$ cat config.mk
export PLATFORM = sky130hd
export DESIGN_NAME = mc_controller
export DESIGN_NICKNAME = d
export VERILOG_FILES = /design/src/rtl/mc_controller.sv
export SDC_FILE = /design/constraint.sdc
export NUM_CORES = 1
export LEC_CHECK = 0
export ABC_AREA = 1
export CAP_MARGIN = 30
export CORE_MARGIN = 2
export CORE_UTILIZATION = 40
export CTS_BUF_LIST = sky130_fd_sc_hd__clkbuf_4
export DETAILED_ROUTE_END_ITERATION = 12
export MAX_ROUTING_LAYER = met4
export PLACE_DENSITY_LB_ADDON = 0.15
export SLEW_MARGIN = 15
export SYNTH_ARGS = -nofsm -noshare
export SYNTH_HDL_FRONTEND = slang
export SYNTH_SLANG_ARGS = --single-unit
$ cat constraint.sdc
create_clock -name clk -period 2.5 [get_ports clk]
set_input_delay 0.625 -clock clk [delete_from_list [all_inputs] [get_ports clk]]
set_output_delay 0.625 -clock clk [all_outputs]
set_load 0.005 [all_outputs]
$ cat src/rtl/mc_controller.sv
// Multicycle MIPS control unit: Moore FSM sequencing each
// instruction over 3-5 clocks and driving every datapath strobe.
module mc_controller #(
    parameter bit ILLEGAL_TRAP = 1'b0
) (
    input  logic       clk,
    input  logic       rst,
    input  logic [5:0] opcode,
    input  logic [5:0] func,
    input  logic       ALUZero,
    output logic       MemRead,
    output logic       MemWrite,
    output logic       IorD,
    output logic       IRWrite,
    output logic       PCWrite,
    output logic       PCWriteCond,
    output logic       BrFlag,
    output logic       RegWrite,
    output logic       RegDst,
    output logic       WRsel,
    output logic       WDsel,
    output logic       MemtoReg,
    output logic       ALUsrcA,
    output logic [1:0] ALUsrcB,
    output logic [1:0] PCSrc,
    output logic [2:0] ALUOperation,
    output logic       illegal,
    output logic       halted
);

    localparam logic [2:0] ALU_AND = 3'b000;
    localparam logic [2:0] ALU_OR  = 3'b001;
    localparam logic [2:0] ALU_ADD = 3'b010;
    localparam logic [2:0] ALU_SUB = 3'b110;
    localparam logic [2:0] ALU_SLT = 3'b111;

    localparam logic [5:0] OP_R    = 6'b000000;
    localparam logic [5:0] OP_J    = 6'b000010;
    localparam logic [5:0] OP_JAL  = 6'b000011;
    localparam logic [5:0] OP_BEQ  = 6'b000100;
    localparam logic [5:0] OP_BNE  = 6'b000101;
    localparam logic [5:0] OP_ADDI = 6'b001000;
    localparam logic [5:0] OP_SLTI = 6'b001010;
    localparam logic [5:0] OP_ANDI = 6'b001100;
    localparam logic [5:0] OP_LW   = 6'b100011;
    localparam logic [5:0] OP_SW   = 6'b101011;

    localparam logic [5:0] FN_ADD = 6'b100000;
    localparam logic [5:0] FN_SUB = 6'b100010;
    localparam logic [5:0] FN_AND = 6'b100100;
    localparam logic [5:0] FN_OR  = 6'b100101;
    localparam logic [5:0] FN_SLT = 6'b101010;
    localparam logic [5:0] FN_JR  = 6'b001000;

    typedef enum logic [3:0] {
        S_FETCH,
        S_DECODE,
        S_RTYPE_EX,
        S_RTYPE_WB,
        S_IMM_EX,
        S_IMM_WB,
        S_MEMADR,
        S_MEMRD,
        S_MEMWB,
        S_MEMWR,
        S_BRANCH,
        S_JUMP,
        S_JAL,
        S_JR,
        S_HALT
    } state_t;

    state_t     state;
    state_t     next;
    state_t     dec_next;
    logic       dec_bad;
    logic       dec_bne;
    logic       dec_sw;
    logic [2:0] dec_op;
    logic       br_ne;
    logic       mem_sw;
    logic [2:0] alu_q;

    // Instruction classification, consulted only while in DECODE
    always_comb begin
        dec_next = S_FETCH;
        dec_bad  = 1'b0;
        dec_bne  = 1'b0;
        dec_sw   = 1'b0;
        dec_op   = ALU_ADD;
        unique case (opcode)
            OP_R: begin
                dec_next = S_RTYPE_EX;
                unique case (func)
                    FN_ADD:  dec_op = ALU_ADD;
                    FN_SUB:  dec_op = ALU_SUB;
                    FN_AND:  dec_op = ALU_AND;
                    FN_OR:   dec_op = ALU_OR;
                    FN_SLT:  dec_op = ALU_SLT;
                    FN_JR:   dec_next = S_JR;
                    default: dec_bad = 1'b1;
                endcase
            end
            OP_LW:   dec_next = S_MEMADR;
            OP_SW: begin
                dec_next = S_MEMADR;
                dec_sw   = 1'b1;
            end
            OP_ADDI: dec_next = S_IMM_EX;
            OP_SLTI: begin
                dec_next = S_IMM_EX;
                dec_op   = ALU_SLT;
            end
            OP_ANDI: begin
                dec_next = S_IMM_EX;
                dec_op   = ALU_AND;
            end
            OP_BEQ:  dec_next = S_BRANCH;
            OP_BNE: begin
                dec_next = S_BRANCH;
                dec_bne  = 1'b1;
            end
            OP_J:    dec_next = S_JUMP;
            OP_JAL:  dec_next = S_JAL;
            default: dec_bad = 1'b1;
        endcase
        if (dec_bad) begin
            dec_next = ILLEGAL_TRAP ? S_HALT : S_FETCH;
        end
    end

    always_ff @(posedge clk or posedge rst) begin
        if (rst) begin
            state  <= S_FETCH;
            br_ne  <= 1'b0;
            mem_sw <= 1'b0;
            alu_q  <= ALU_ADD;
        end else begin
            state <= next;
            if (state == S_DECODE) begin
                br_ne  <= dec_bne;
                mem_sw <= dec_sw;
                alu_q  <= dec_op;
            end
        end
    end

    // Outputs are forced low for as long as reset is held
    always_comb begin
        next         = S_FETCH;
        MemRead      = 1'b0;
        MemWrite     = 1'b0;
        IorD         = 1'b0;
        IRWrite      = 1'b0;
        PCWrite      = 1'b0;
        PCWriteCond  = 1'b0;
        BrFlag       = 1'b0;
        RegWrite     = 1'b0;
        RegDst       = 1'b0;
        WRsel        = 1'b0;
        WDsel        = 1'b0;
        MemtoReg     = 1'b0;
        ALUsrcA      = 1'b0;
        ALUsrcB      = 2'b00;
        PCSrc        = 2'b00;
        ALUOperation = ALU_AND;
        illegal      = 1'b0;
        halted       = 1'b0;
        if (!rst) begin
            unique case (state)
                S_FETCH: begin
                    MemRead      = 1'b1;
                    IRWrite      = 1'b1;
                    ALUsrcB      = 2'b01;
                    ALUOperation = ALU_ADD;
                    PCWrite      = 1'b1;
                    next         = S_DECODE;
                end
                S_DECODE: begin
                    ALUsrcB      = 2'b11;
                    ALUOperation = ALU_ADD;
                    illegal      = dec_bad;
                    next         = dec_next;
                end
                S_RTYPE_EX: begin
                    ALUsrcA      = 1'b1;
                    ALUOperation = alu_q;
                    next         = S_RTYPE_WB;
                end
                S_RTYPE_WB: begin
                    RegWrite = 1'b1;
                    RegDst   = 1'b1;
                end
                S_IMM_EX: begin
                    ALUsrcA      = 1'b1;
                    ALUsrcB      = 2'b10;
                    ALUOperation = alu_q;
                    next         = S_IMM_WB;
                end
                S_IMM_WB: RegWrite = 1'b1;
                S_MEMADR: begin
                    ALUsrcA      = 1'b1;
                    ALUsrcB      = 2'b10;
                    ALUOperation = ALU_ADD;
                    next         = mem_sw ? S_MEMWR : S_MEMRD;
                end
                S_MEMRD: begin
                    IorD    = 1'b1;
                    MemRead = 1'b1;
                    next    = S_MEMWB;
                end
                S_MEMWB: begin
                    RegWrite = 1'b1;
                    MemtoReg = 1'b1;
                end
                S_MEMWR: begin
                    IorD     = 1'b1;
                    MemWrite = 1'b1;
                end
                S_BRANCH: begin
                    ALUsrcA      = 1'b1;
                    ALUOperation = ALU_SUB;
                    PCWriteCond  = 1'b1;
                    PCSrc        = 2'b01;
                    BrFlag       = br_ne ? ~ALUZero : ALUZero;
                end
                S_JUMP: begin
                    PCWrite = 1'b1;
                    PCSrc   = 2'b10;
                end
                S_JAL: begin
                    PCWrite  = 1'b1;
                    PCSrc    = 2'b10;
                    RegWrite = 1'b1;
                    WRsel    = 1'b1;
                    WDsel    = 1'b1;
                end
                S_JR: begin
                    PCWrite = 1'b1;
                    PCSrc   = 2'b11;
                end
                S_HALT: begin
                    halted = 1'b1;
                    next   = S_HALT;
                end
                default: next = S_FETCH;
            endcase
        end
    end

endmodule
======== Word level (Yosys, flattened, before mapping) ========
Cells that the tools add are included.
storage, ports and cells
  flip-flop bits (word level) ............. 9
  input port bits ......................... 15
  output and inout bits ................... 22
  logic and storage cells ................. 97
operators by class
  equal/unequal tests ..................... 29
  multiplexer cells ....................... 47
  bitwise operators ....................... 1
  reductions and logical operators ........ 16
operator list
  operator              number
  $eq A6 B6 Y1 const B  7
  $mux W1               32
  $eq A4 B4 Y1 const B  7
  $pmux W4 S7           1
  $eq A6 B4 Y1 const B  4
  $pmux W4 S6           1
  $pmux W3 S3           2
  $eq A4 B3 Y1 const B  4
  $mux W4               4
  $reduce_or A2 Y1      7
  $eq A6 B2 Y1 const B  2
  $eq A6 B3 Y1 const B  2
  $pmux W2 S3           2
  $pmux W3 S4           1
  $reduce_or A4 Y1      3
  $reduce_or A9 Y1      1
  $eq A4 B2 Y1 const B  2
  $logic_not A6 Y1      1
  $reduce_or A3 Y1      2
  $reduce_or A6 Y1      1
  $eq A4 B1 Y1 const B  1
  $logic_not A4 Y1      1
  $mux W2               2
  $mux W3               1
  2 further kinds       2

======== Logic depth before layout (Yosys ltp) ========
Gate-level depths: netlist (run 1).
  depth in word-level cells ............... 7
  depth in mapped cells ................... 10
  mapped depth without buffers ............ 10

======== Worst setup path after synthesis (run 1) ========
Ideal clock, no wire load.
  path kind ............................... input to output
  start point ............................. input port opcode[5]
  end point ............................... output port illegal
  data arrival time ....................... 1.350 ns
  required time ........................... 1.875 ns
  setup slack ............................. 0.525 ns
  stages .................................. 9
  cells stage by stage .................... nor2_4 -> nand2_2 -> nor2_4 -> nand2_2 -> nor2_1 -> nand2_1 -> nand2_1 -> nand2_1 -> nor2_1
between the ends
  cells in the longest elaborated chain, start to end .. 5
RTL lines
  item                                        RTL line  source
  start, declared                             8         input logic [5:0] opcode,
  $eq A6 B4 Y1, or another cell as far along  91        unique case (opcode)
  $reduce_or A9 Y1 (no line)                  n/a
  $pmux W1 S2 (*)                             91
  $mux W1 (*)                                 170       unique case (state)
  $mux W1 (*)                                 169       if (!rst) begin
  end, declared                               27        output logic illegal,
Every way passes the cells marked *; elsewhere a longest branch is shown, timed or not.

======== Worst setup path in the final report (run 1) ========
  start point ............................. input port opcode[3]
  end point ............................... output port illegal
The elaborated chain is that of the path after synthesis.

==> results.toml, run 1 <==
[final_layout]
final_common_cell = "buf_4"
multiInputGateArea_um2 = 713
final_core_util_pct = 75.4
mostFrequentLayoutCells = "buf_4, nand2_1, nor2_1, inv_1, clkdlybuf4s50_1"
drive_above_1_share_pct = 42.0
num-nets-final = 280
regArea_um2 = 230
diodes = 0
nFillCells = 198
syn_to_final_growth_pct = 81.2

[detailed_routing]
via_count = 1487
ant_nets = 0
routed_wl_um = 3730
vias_per_cell = 5.06
firstDrtPassIters = 4
drc_errors = 0
drt_iter0_markers = 31
wire_per_inst_um = 12.7

[critical_path]
crit_chain = "dlygate4sd2_1, nor2_2, nand2_2, nor2_4, nand2_2, nor2_2, nand2_1, nand2_1, nand2_1, nor2_1, buf_2"
crit_buf_inv = 2
start_kind = "primary input"
critical_path.max_stage_delay_ns = 0.26
worstPathRequired_ns = 1.88
crit_path_end_kind = "output port"
cp_slowest_cell = "dlygate4sd2_1"
crit_top_cell = "nand2_1"
worst-setup-path-type = "primary input to output port"
path_delay_family = "simple AND/OR/NAND/NOR gates"
cp_max_fo = 3
worst-endpoint-arrival_ns = 1.83

[timing]
setup_violations = 0
min_period_ns = 2.45
rsz0062_at_grt = "yes"
maxSlewViolCount = 0
fmaxAchievable_ghz = 0.408
finalHoldViolCount = 0
tns_ns = 0
tightest_slew_ns = 0.322
slew_headroom_pct = 78.3
finalClockSkew_ns = 0.00190
finalCritPeriodShare_pct = 98.1

[global_route]
grt_pass1_wl_um = 5890
grt_usage_pct = 28.1
antenna_found_initial = 0
grt_pass1_vias = 1434
grt_max_degree = 12
grt.overflow.total = 0

[power_and_ir_drop]
switchingPower_uw = 135
seqPwrFrac_pct = 36.4
p_leak_uw = 0.000984
p_clk_share_pct = 27.5
sw_frac_of_total_pct = 31.2
p_comb_share_pct = 36.1
power.density_mw_per_mm2 = 233
peakVddDrop_mv = 0.154
internal_power_uw = 297
power_uw = 432

[die]
coreArea_mm2 = 0.00245
die_area_mm2 = 0.00297
start_util_pct = 41.6
chipHeight_um = 54.5
rows = 18
die_w_um = 54.5
io_pins = 37

[clock_network]
insertion_delay_ns = 0.25
h-tree-depth = 1
clk_pin_slew_ns = 0.06
cts_tree = "done"
clock_path_buffers = 2
cts_buffers = 3
clockRootBuffer = "clkbuf_4"
cts.sinks = 9

[status]
status = "finished, final reports clean"

[job]
cap_violations = 0

[logic_synthesis]
synth_area_leaders = "dfrtp_1, nand2_1, nor2_1, inv_1, nand3_1"
synth_warnings = 0
synth_area_mm2 = 0.00102
synth_area_leader_cell = "dfrtp_1"
seq_area_frac_synth_pct = 22.2
netlist_instances = 178
synthDominantCellAreaShare_pct = 19.6
synth_fp_nets = 193
ys_seq_elements = 9
synth_cell_types = 27
synth_area_per_cell_um2 = 5.74

[placement]
io_buffers = 36
gp_congestion = 0.862
dp_hpwl_um = 2440

[min_path]
hold_path.class = "register to register"
what timing repair did:
item                                    4_1_cts  5_1_grt
hold buffers                                  0        0
endpoints found under the setup margin       22       10
gates resized for setup                      36       23
setup buffers                                24        4
pin swaps                                     7       11
final timing paths:
check	startpoint	end	slack [ns]	depth (start not counted)
worst max-delay path	opcode[3]	illegal	0.05	11
worst min-delay path	alu_q[1]	alu_q[1]	0.49	2
worst max register to register	state[2]	state[1]	1.09	8
worst min register to register	alu_q[1]	alu_q[1]	0.49	2
max in group asynchronous	rst	alu_q[1]	1.70	3
min in group asynchronous	rst	br_ne	0.58	3
state kept, by name, indices dropped and copies added, names as in the netlist:
name and flops:
state 4, alu_q 3, br_ne 1, mem_sw 1
synth_stat cells:
master / n
nand3_2: 1
nor2_4: 3
o22ai_1: 3
a211oi_1: 1
a41oi_2: 1
nor3_2: 1
o21ai_1: 2
dfrtp_1: 8
nor3_1: 6
clkbuf_1: 3
a31oi_1: 2
nand2_1: 36
a21oi_1: 9
nand3_1: 12
clkinv_2: 1
o21ai_0: 5
inv_1: 20
nand2_2: 4
buf_4: 1
nor2_2: 8
inv_2: 12
xnor2_1: 1
o221ai_1: 1
dfstp_2: 1
o31ai_1: 1
nor2_1: 33
nand4_1: 2
power groups by stage:
| stage | Clock [uW] | Combinational (uW) | Sequential [uW] |
|---|---|---|---|
| 3_3_place_gp | 0 | 137 | 159 |
| 4_1_cts | 123 | 148 | 157 |
| 6_report | 119 | 156 | 157 |
| 3_5_place_dp | 0 | 141 | 159 |
| 5_1_grt | 129 | 171 | 158 |
| 2_1_floorplan | 0 | 65.1 | 158 |
per-layer routing:
layer / GRT usage [%] / routed length, um / vias to the layer above
met5: - / 0 / -
met4: 12.9 / 105 / 0
met3: 1.37 / 132 / 12
met2: 56.4 / 2100 / 55
met1: 27.0 / 1390 / 682
li1: - / - / 738
stage by stage:
step / instances / area [um^2] / hold WS (ns) / setup slack [ns]
after global placement: 262 / 1570 / 0.468 / -0.485
after detailed placement: 262 / 1570 / 0.473 / -0.544
after CTS: 290 / 1810 / 0.482 / 0.00318
after floorplan: 178 / 1020 / 0.452 / 0.525
after global routing: 294 / 1850 / 0.514 / -0.0883
final: 294 / 1850 / 0.485 / 0.0468
tightest hold or removal path, stage by stage, from the launching register on:
cell and delay [ns]:
dfstp_2 0.37, nand2_1 0.06, o21ai_1 0.06
cell type report:
type                    instances  area share [%]
repair buffers                 86            38.6
clock buffers                   4            1.62
multi-input cells             132            38.5
flip-flops and latches          9            12.4
well taps                      30            2.03
inverters                      33            6.76
cells by family after synthesis:
kind of cell	after synthesis	synth area share, %
AND/OR/NAND/NOR	106	48.0
buffers and inverters	37	14.1
AO/OA/AOI/OAI	25	14.8
flip-flops	9	22.2
XOR/XNOR	1	0.858
Note: power is estimated with default switching activity, not from simulation.
==> run 2: changes to the inputs <==
ABC_AREA = unset   (was 1)
CORE_UTILIZATION = 50   (was 40)
==> results.toml, run 2 <==
[status]
status = "finished with violations"
failed_checks = "negative setup slack"

[power_and_ir_drop]
power.density_mw_per_mm2 = 245
power_uw = 470
p_leak_uw = 0.000882
peakVddDrop_mv = 0.233

[global_route]
grt_max_degree = 12
grt.overflow.total = 0
grt_usage_pct = 29.0
grt_pass1_wl_um = 5710
grt_pass1_vias = 1319
antenna_found_initial = 0

[placement]
place_ws_ns = -0.956
io_buffers = 36
gp_congestion = 0.847
dp_hpwl_um = 2430

[clock_network]
cts_hold_buffers = 0
clk_pin_slew_ns = 0.05
clockRootBuffer = "clkbuf_4"
cts.sinks = 9
h-tree-depth = 1
cts_buffers = 3
clock_path_buffers = 2
insertion_delay_ns = 0.25
cts_tree = "done"

[logic_synthesis]
ys_seq_elements = 9
ys.flop_type = "dfrtp_1"
synth_area_leader_cell = "dfrtp_1"
synth_warnings = 0
synth_edf_count = 0
synth_area_mm2 = 0.00112
synthDominantCellAreaShare_pct = 17.8
synth_area_leaders = "dfrtp_1, a21oi_1, nor2_1, nor2b_1, mux2i_1"
synth_cell_types = 55
netlist_instances = 149
synth_common_cells = "a21oi_1, nor2_1, clkbuf_1, nand2_1, dfrtp_1"
seq_area_frac_synth_pct = 20.2
synth_area_per_cell_um2 = 7.54
async_flop_share_pct = 100
synth_fp_nets = 164

[min_path]
min_from = "alu_q[1]"
hold_path.class = "register to register"

[critical_path]
cp_max_fo = 2
crit_buf_inv = 2
critical_path.max_stage_delay_ns = 0.52
worstPathRequired_ns = 1.88
crit_chain = "buf_6, or3_4, or4_4, o311a_4, nor3_2, buf_2"
worst-setup-path-type = "primary input to output port"
worstReg2RegStart = "state[3]"
crit_path_end_kind = "output port"
worst-endpoint-arrival_ns = 2.22
start_kind = "primary input"
path_delay_family = "simple AND/OR/NAND/NOR gates"
cp_slowest_cell = "or4_4"
cp-startpoint = "opcode[0]"

[timing]
setup_violations = 2
finalClockSkew_ns = 0.00496
fmaxAchievable_ghz = 0.351
finalHoldViolCount = 0
maxSlewViolCount = 0
finalCritPeriodShare_pct = 114
holdWs_ns = 0.476
rsz0062_at_grt = "yes"
tightest_slew_ns = 0.349
finalWorstSetupSlack_ns = -0.350
min_period_ns = 2.85
slew_headroom_pct = 76.7

[die]
chipHeight_um = 51.4
io_pins = 37
start_util_pct = 51.8
die_area_mm2 = 0.00264
rows = 17
coreArea_mm2 = 0.00217
die_w_um = 51.4

[detailed_routing]
drc_errors = 0
ant_nets = 0
routed_wl_um = 4000
drt_iter0_markers = 29
vias_per_cell = 5.92
firstDrtPassIters = 4
via_count = 1451
wire_per_inst_um = 16.3

[job]
cap_violations = 0

[final_layout]
largest_reg_flops = 4
largestRegisters = "state x4, alu_q x3"
num-nets-final = 233
final_common_cell = "buf_4"
drive_above_1_share_pct = 40.1
mostFrequentLayoutCells = "buf_4, clkdlybuf4s50_1, a21oi_1, nor2_1, nand2_1"
syn_to_final_growth_pct = 70.7
diodes = 0
largest_register = "state"
==> run 2: cell types whose count changed after synthesis, sizes merged, moves of 5 or more <==
| cell | before | now |
|---|---|---|
| nand3 | 13 | 3 |
| nor2 | 44 | 14 |
| nand2 | 40 | 9 |
| clkbuf | 3 | 9 |
| inv | 32 | 2 |
| nand3b | 0 | 5 |
| buf | 1 | 6 |
| nand2b | 0 | 6 |
| nor4 | 0 | 5 |
| nor2b | 0 | 7 |
==> run 2: kinds of logic after synthesis <==
group / share of synthesized area [%]
mux: 3.56
xor+xnor: 2.34
simple gates: 44.3
compound gates: 20.5
flops: 20.2
buf+inv: 9.13
==> run 2: worst register-to-register path, stage by stage (launching register included) <==
cell and delay, ns:
dfrtp_2 0.47, buf_4 0.17, or3_1 0.41, buf_4 0.19, nor4_1 0.21, o21ai_0 0.13, a21oi_1 0.18
==> run 2: area by class of cell <==
cell class | instances | area, um^2
fillers | 119 | 251
well taps | 28 | 35.0
repair buffers | 79 | 704
inverters | 2 | 7.51
multi-input cells | 123 | 910
flip-flops and latches | 9 | 231
clock buffers | 4 | 30.0
==> run 2: path summary, 6_finish.rpt <==
kind,slack [ns],cells past startpoint,to
min,0.48,2,alu_q[1]
max reg2reg,0.65,6,state[0]
min reg2reg,0.48,2,alu_q[1]
min in group asynchronous,0.59,3,state[1]
max,-0.35,6,illegal
max in group asynchronous,1.64,4,alu_q[1]
==> run 2: stage by stage <==
step                TNS [ns]  instance area [um^2]  cells  utilization [%]
floorplan             -0.121                  1130    149                -
global placement       -4.61                  1650    228             76.2
detailed placement     -5.54                  1650    228             76.2
CTS                   -0.412                  1750    237             80.6
global route          -0.573                  1920    245             88.4
finish                -0.383                  1920    245             88.4
==> run 2: repair_timing <==
action                                  CTS  global route
setup buffers                             5             9
cloned                                    0             0
endpoints found under the setup margin   22            12
pin swaps                                 4             6
resized for setup                        36            27
==> run 2: report_power, final <==
| part | internal (uW) | switching, uW |
|---|---|---|
| Combinational | 103 | 88.9 |
| Clock | 72.0 | 46.2 |
| Sequential | 154 | 5.88 |
==> run 2: per-layer routing <==
| metal | vias up | part of all wire [%] | global-route usage (%) | wire length (um) |
|---|---|---|---|---|
| met4 | 0 | 2.4 | 12.3 | 94 |
| met3 | 10 | 5.2 | 4.09 | 209 |
| met2 | 55 | 53 | 51.7 | 2130 |
| met1 | 692 | 39 | 32.1 | 1570 |
| li1 | 694 | - | - | - |
| met5 | - | 0 | - | 0 |
==> run 3: changes to the inputs <==
HOLD_SLACK_MARGIN = 0.02   (was unset)
TNS_END_PERCENT = 20   (was unset)
==> results.toml, run 3 (synthesis gave the netlist of run 2 again) <==
[status]
status = "finished with violations"
failed_checks = "negative setup slack"

[timing]
rsz0062_at_grt = "yes"
setup_violations = 3
slew_headroom_pct = 79.9
finalCritPeriodShare_pct = 112
min_period_ns = 2.81
finalHoldViolCount = 0
maxSlewViolCount = 0
tightest_slew_ns = 0.300
fmaxAchievable_ghz = 0.356
finalClockSkew_ns = 0.00512
finalWorstSetupSlack_ns = -0.311

[critical_path]
crit_buf_inv = 2
start_kind = "primary input"
critical_path.max_stage_delay_ns = 0.52
worst-endpoint-arrival_ns = 2.19
worstPathRequired_ns = 1.88
path_delay_family = "simple AND/OR/NAND/NOR gates"
crit_path_end_kind = "output port"
cp_slowest_cell = "or4_4"
worst-setup-path-type = "primary input to output port"
cp_max_fo = 2
crit_chain = "buf_6, or3_4, or4_4, o311a_4, nor3_2, buf_2"

[global_route]
grt_max_degree = 12
grt_pass1_wl_um = 5510
antenna_found_initial = 0
grt.overflow.total = 0
grt_pass1_vias = 1287
grt_usage_pct = 27.7

[job]
cap_violations = 0

[detailed_routing]
vias_per_cell = 5.98
routed_wl_um = 3890
via_count = 1453
ant_nets = 0
wire_per_inst_um = 16.0
drc_errors = 0
drt_iter0_markers = 43
firstDrtPassIters = 4

[clock_network]
cts_buffers = 3
clk_pin_slew_ns = 0.05
clockRootBuffer = "clkbuf_4"
h-tree-depth = 1
insertion_delay_ns = 0.26
cts_tree = "done"
clock_path_buffers = 2
cts.sinks = 9

[die]
die_area_mm2 = 0.00264
coreArea_mm2 = 0.00217
chipHeight_um = 51.4
io_pins = 37
start_util_pct = 51.8
die_w_um = 51.4
rows = 17

[final_layout]
drive_above_1_share_pct = 39.1
syn_to_final_growth_pct = 69.4
fin_area_mm2 = 0.00190
diodes = 0
fin_cells = 243
largest_reg_flops = 4
largestRegisters = "state x4, alu_q x3"
largest_register = "state"
final_common_cell = "buf_4"
mostFrequentLayoutCells = "buf_4, clkdlybuf4s50_1, a21oi_1, nor2_1, nand2_1"
num-nets-final = 231

[power_and_ir_drop]
power.density_mw_per_mm2 = 246
p_leak_uw = 0.000887
peakVddDrop_mv = 0.195

[placement]
place_inst = 228
io_buffers = 36
dp_hpwl_um = 2430
place_area_mm2 = 0.00165
gp_congestion = 0.847

[min_path]
hold_path.class = "register to register"
## run 3: repair_timing
| item | CTS | global route |
|---|---|---|
| gates cloned | 0 | 0 |
| hold buffers | 0 | 0 |
| pin swaps | 4 | 5 |
| setup endpoints to repair | 22 | 16 |
| gates resized for setup | 34 | 28 |
| setup buffers | 3 | 8 |
## run 3: layout make-up
| cell class | count | area (um^2) |
|---|---|---|
| inverter | 2 | 7.51 |
| sequential | 9 | 230 |
| multi-input combinational | 123 | 915 |
| fill | 121 | 267 |
| timing repair buffer | 77 | 686 |
| clock buffer | 4 | 30.0 |
| tap | 28 | 35.0 |
## run 3: worst register-to-register path, cell delays in order (launching register included)
cell,delay [ns]
dfrtp_1,0.42
buf_4,0.16
buf_4,0.17
or3_1,0.39
buf_4,0.19
nor4_1,0.21
o21ai_0,0.13
a21oi_1,0.16
## run 3: path summary, 6_finish.rpt
path / from / to / slack [ns] / cells past startpoint
worst max-delay path: opcode[0] / illegal / -0.31 / 6
worst max register to register: state[2] / state[0] / 0.60 / 7
worst min-delay path: alu_q[1] / alu_q[1] / 0.46 / 2
min in group asynchronous: rst / state[1] / 0.57 / 3
max in group asynchronous: rst / alu_q[1] / 1.59 / 5
worst min register to register: alu_q[1] / alu_q[1] / 0.46 / 2
## run 3: power by group
part	total [uW]	internal [uW]	switching, uW	leakage (uW)
combinational	189	103	85.8	0.000753
sequential	159	154	5.63	0.000116
clock	120	72.2	48.2	0.0000184
total	469	329	140	0.000887
## run 3: metrics by stage
step	setup TNS (ns)	utilization [%]	setup slack, ns	total power, uW	hold slack [ns]
3_5_place_dp	-5.54	76.2	-0.956	325	0.457
2_1_floorplan	-0.121	-	-0.121	241	0.439
4_1_cts	-0.469	79.7	-0.393	448	0.465
6_report	-0.386	87.7	-0.311	469	0.460
3_3_place_gp	-4.61	76.2	-0.916	320	0.452
5_1_grt	-0.699	87.7	-0.351	494	0.495
## run 3: routing by layer
layer | vias to the layer above | routed length [um] | GRT usage (%)
met5 | - | 0 | -
met4 | 0 | 82 | 11.4
met3 | 10 | 168 | 2.63
met2 | 55 | 2120 | 50.2
met1 | 701 | 1520 | 30.8
li1 | 687 | - | -
